--- config.mk ---
export PLATFORM = sky130hd
export DESIGN_NAME = wb_port_arbiter
export DESIGN_NICKNAME = d
export VERILOG_FILES = /design/src/rtl/wb_port_arbiter.sv
export SDC_FILE = /design/constraint.sdc
export NUM_CORES = 1
export LEC_CHECK = 0
export ABC_AREA = 1
export BUFFER_PORTS_ARGS = -buffer_cell sky130_fd_sc_hd__buf_4
export CORE_UTILIZATION = 43
export CTS_CLUSTER_SIZE = 8
export DETAILED_ROUTE_END_ITERATION = 7
export HOLD_SLACK_MARGIN = 0.12
export MAX_ROUTING_LAYER = met4
export PLACE_DENSITY = 0.79
export REMOVE_ABC_BUFFERS = 1
export SYNTH_ARGS = -nofsm -noshare
export SYNTH_HDL_FRONTEND = slang
export SYNTH_SLANG_ARGS = --single-unit
export TNS_END_PERCENT = 100
--- constraint.sdc ---
create_clock -name clk -period 2.8 [get_ports clk]
set_input_delay 0.84 -clock clk [delete_from_list [all_inputs] [get_ports clk]]
set_output_delay 0.84 -clock clk [all_outputs]
set_load 0.02 [all_outputs]
--- src/rtl/wb_port_arbiter.sv ---
// Write-back port arbiter: shares the register-file write port between
// the WB stage and a one-entry buffer holding the mul/div result.
module wb_port_arbiter #(
  parameter int DATA_W     = 32,
  parameter int REG_W      = 5,
  parameter int STARVE_MAX = 4
) (
  input  logic              clk,
  input  logic              rst,
  input  logic              pipe_we,
  input  logic [REG_W-1:0]  pipe_rd,
  input  logic              md_valid,
  input  logic [REG_W-1:0]  md_rd,
  input  logic [DATA_W-1:0] md_data,
  output logic              md_ready,
  output logic [DATA_W-1:0] buf_data,
  output logic              wb_sel,
  output logic              rf_we,
  output logic [REG_W-1:0]  rf_waddr,
  output logic              stall_req,
  output logic              err
);

  typedef enum logic [1:0] {
    IDLE  = 2'd0,
    HOLD  = 2'd1,
    FORCE = 2'd2
  } state_t;

  localparam logic [3:0] CNT_LAST = 4'(STARVE_MAX - 1);

  state_t            state_q, state_d;
  logic [3:0]        cnt_q, cnt_d;
  logic [REG_W-1:0]  buf_rd_q, buf_rd_d;
  logic [DATA_W-1:0] buf_data_q, buf_data_d;
  logic              stall_q, stall_d;
  logic              err_q, err_d;
  logic              xfer;
  logic              pipe_nz;

  assign md_ready  = (state_q == IDLE) & ~rst;
  assign xfer      = md_valid & md_ready;
  assign pipe_nz   = (pipe_rd != '0);
  assign buf_data  = buf_data_q;
  assign stall_req = stall_q;
  assign err       = err_q;

  always_comb begin
    state_d    = state_q;
    cnt_d      = cnt_q;
    buf_rd_d   = buf_rd_q;
    buf_data_d = buf_data_q;
    err_d      = err_q;
    unique case (state_q)
      IDLE: begin
        if (xfer && (md_rd != '0)) begin
          buf_rd_d   = md_rd;
          buf_data_d = md_data;
          cnt_d      = '0;
          state_d    = HOLD;
        end
      end
      HOLD: begin
        // a younger pipeline write to the same rd kills the buffer
        if (!pipe_we || (pipe_rd == buf_rd_q)) begin
          state_d = IDLE;
        end else if (cnt_q == CNT_LAST) begin
          state_d = FORCE;
        end else begin
          cnt_d = cnt_q + 4'd1;
        end
      end
      FORCE: begin
        state_d = IDLE;
        cnt_d   = '0;
        if (pipe_we) err_d = 1'b1;
      end
      default: state_d = IDLE;
    endcase
    stall_d = (state_d == FORCE);
  end

  always_comb begin
    wb_sel   = 1'b0;
    rf_we    = 1'b0;
    rf_waddr = '0;
    if (!rst) begin
      unique case (state_q)
        IDLE: begin
          rf_we    = pipe_we & pipe_nz;
          rf_waddr = pipe_rd;
        end
        HOLD: begin
          if (pipe_we) begin
            rf_we    = pipe_nz;
            rf_waddr = pipe_rd;
          end else begin
            wb_sel   = 1'b1;
            rf_we    = 1'b1;
            rf_waddr = buf_rd_q;
          end
        end
        FORCE: begin
          wb_sel   = 1'b1;
          rf_we    = 1'b1;
          rf_waddr = buf_rd_q;
        end
        default: ;
      endcase
    end
  end

  always_ff @(posedge clk or posedge rst) begin
    if (rst) begin
      state_q    <= IDLE;
      cnt_q      <= '0;
      buf_rd_q   <= '0;
      buf_data_q <= '0;
      stall_q    <= 1'b0;
      err_q      <= 1'b0;
    end else begin
      state_q    <= state_d;
      cnt_q      <= cnt_d;
      buf_rd_q   <= buf_rd_d;
      buf_data_q <= buf_data_d;
      stall_q    <= stall_d;
      err_q      <= err_d;
    end
  end

endmodule

==> summary.txt <==
Synth
  • Post-synth top area share: 0.529
  • Synth Warn #: 0
  • Number of flops mapped to enable cells by yosys: 0
  • Largest cells by area after synthesis: dfrtp_1, nand2_1, inv_1, ha_1, nor2_1
  • Mapped cell area: approximately 2100 µm²
  • Main synth FF type: dfrtp_1
  • Yosys cell types: 25
  • Count leader, synth: nand2_1
  • Post-synthesis cell count: around 270
  • Simple-gate area share of the yosys netlist: 0.313
  • Synth Area in XOR/XNOR: 0.00823
  • Synth cell count leaders: nand2_1, dfrtp_1, inv_1
  • Post-synth ARST share: 1.00
  • Adder and majority cell fraction of the synthesized area: 0.0294
  • Main combinational cell family by area after synthesis: simple AND/OR/NAND/NOR gates
  • Synth area leader: dfrtp_1
  • Multiplexer share of the synthesized area: 0
  • Seq/Total Area, Yosys: 0.529
  • Compound-Gate Fraction of Synth Area: 0.0535
  • Synth Area per Inst: 7.91 µm²
  • #FFs+latches synth: 45

Routing
  • WL/cell: 11.4 µm
  • TritonRoute pass-1 iters: 4
  • Detailed-route wire length: between 4000 and 5000 µm
  • Vias: approximately 2000
  • Vias per cell: around 4.8
  • DRT antenna net count: 0
  • # DRC: 0
  • Iteration-0 DRC Markers: ~110

Run status
  • Status: finished clean

STA
  • Max frequency: between 0.3 and 0.4 GHz
  • Slew @ Worst Pin: roughly 0.56 ns
  • Final Max Tran Viols: 0
  • Worst rel slew slack: 0.628
  • Final WS setup: 0.151 ns
  • Final setup vio count: 0
  • Minimum clock period: 2.65 ns
  • Clock Skews: 0.00514 ns
  • TNS Setup: 0 ns
  • Final hold violations: 0
  • RSZ-0062 raised after global routing: false
  • Tcrit/Tclk final: 0.946

Pwr
  • Sequential share of power: 0.383
  • Peak VDD IR: 0.000659 V
  • Int Power: roughly 0.0017 W
  • Leakage: roughly 1.7 nW
  • Switching pwr: approximately 0.0011 W
  • Combinational share of power: 0.453
  • Total Power: approximately 0.0028 W
  • Net Sw Frac: 0.400
  • P per Cell Area: around 970 nW/µm²
  • Clock share of power: 0.165

Floorplan
  • Starting Density: 0.448
  • Die ar.: 5230 µm²
  • Chip height: ~72 µm
  • Die W: around 72 µm
  • Row count: 25
  • Io pins: slightly below 90
  • Core area: about 4800 µm²

Clocking
  • Clock Tree Buf Depth: 2
  • Post CTS Setup Buffer Count: 0
  • Root buf cell: clkbuf_8
  • CTS Hold Buffers Added: 0
  • Num CTS Buffers: 5
  • Clock Sinks: 45
  • CTS tree: built
  • Worst-path clk slew: about 0.080 ns
  • # H-tree levels: 2
  • Clk_lat worst skew: between 0.2 and 0.3 ns

Cells and area
  • Final std cell area, no fill: between 2000 and 3000 µm²
  • Multi-input logic area: 867 µm²
  • Layout area overhead: 37.9%
  • Ant diodes: 0
  • Reg area: between 1000 and 1500 µm²
  • Filler cells: 440
  • Layout cells sized above 1: 0.297
  • Post-Layout Cell Count: ~420
  • Nets@finish: 408

GRT
  • Initial antenna violation count: 0
  • Total GRT Usage: 0.205
  • Global route overflow: 0
  • First-pass GRT wire length: roughly 8100 µm
  • Largest net degree at the start of global routing: 46
  • Number of global-route vias before repair: about 1800

Worst setup path
  • Critical path peak fanout: 6
  • WP data required: 1.96 ns
  • Worst R2R Setup Slack: about 0.95 ns
  • Crit Path Class: flop to primary output
  • CP endpoint kind: primary output
  • WP data arrival: ~1.8 ns
  • Critical Path Start Type: flop

Place
  • Placed Cells: roughly 420
  • DP HPWL: 3520 µm
  • Pre-CTS WS: 0.253 ns
  • Area after DPL: 2820 µm²
  • Routability Congestion: ~0.81
  • Port Buffers: 87

Job
  • Maxcap violations: 0

Min path
  • Hold Path Class: flop to flop
logic make-up (layout without fill, tap and decap cells):
| family | count (synthesis) | in the layout |
|---|---|---|
| adder cells (fa/ha/maj) | 5 | 5 |
| buffers and inverters | 30 | 118 |
| AND/OR/NAND/NOR | 167 | 167 |
| flip-flops | 45 | 45 |
| AO/OA/AOI/OAI | 20 | 20 |
| XOR/XNOR | 2 | 2 |
power groups by stage:
stage / clock network [W] / registers [W] / logic [W]
finish: 0.000469 / 0.00109 / 0.00129
global placement: 0 / 0.00109 / 0.00126
floorplan: 0 / 0.00133 / 0.000491
detailed placement: 0 / 0.00109 / 0.00130
CTS: 0.000483 / 0.00109 / 0.00130
global route: 0.000516 / 0.00113 / 0.00142
layout by cell type (no fill, tap or decap), drive strengths merged:
master  instances
a21o            1
a21oi          10
and3            1
buf            89
bufinv          1
clkbuf          5
clkinv          1
dfrtp          45
ha              5
inv            22
nand2         140
nand3           9
nand4           1
nor2           13
nor3            1
o21ai           9
or2             2
xnor2           1
xor2            1
worst max-delay path: stages (launching register included):
cell and delay (ns):
dfrtp_1 0.43, inv_1 0.10, ha_2 0.24, inv_1 0.13, o21ai_2 0.22, nand2_1 0.08
a21oi_1 0.15, buf_4 0.16
per-layer routing:
metal,vias up,global-route usage,part of all wire
li1,988,-,-
met1,944,0.255,0.44
met2,90,0.330,0.48
met3,7,0.0514,0.074
met4,0,0.0654,0.011
met5,-,-,0
registers in the layout (all words and copies together), names as in the netlist:
signal,count
state_q,2
err,1
buf_data,32
cnt_q,4
buf_rd_q,5
stall_req,1
repair_timing:
| action | in CTS | in global routing |
|---|---|---|
| gates resized for setup | 1 | 1 |
| setup endpoints to repair | 3 | 5 |
| endpoints found under the hold margin | 0 | 0 |
path summary, 6_finish.rpt:
kind                                   start      endpoint  depth (start not counted)
worst max-delay path              state_q[1]   rf_waddr[1]                          7
worst min-delay path            buf_data[14]  buf_data[14]                          2
worst max register to register    state_q[1]     stall_req                          8
worst min register to register  buf_data[14]  buf_data[14]                          2
max in group asynchronous                rst    state_q[0]                          3
min in group asynchronous                rst    state_q[1]                          3
through the flow:
| stage | hold slack (ns) | util |
|---|---|---|
| after floorplan | 0.468 | - |
| after global placement | 0.459 | 0.594 |
| after detailed placement | 0.466 | 0.594 |
| after CTS | 0.488 | 0.617 |
| after global routing | 0.508 | 0.617 |
| final | 0.485 | 0.617 |
area by class of cell:
type | count | share of cell area
clock inverter | 2 | 0.0119
multi-input combinational | 194 | 0.296
inverter | 22 | 0.0290
sequential | 45 | 0.384
timing repair buffer | 89 | 0.228
clock buffer | 5 | 0.0235
tap | 67 | 0.0286
(Power assumes the default switching activity.)
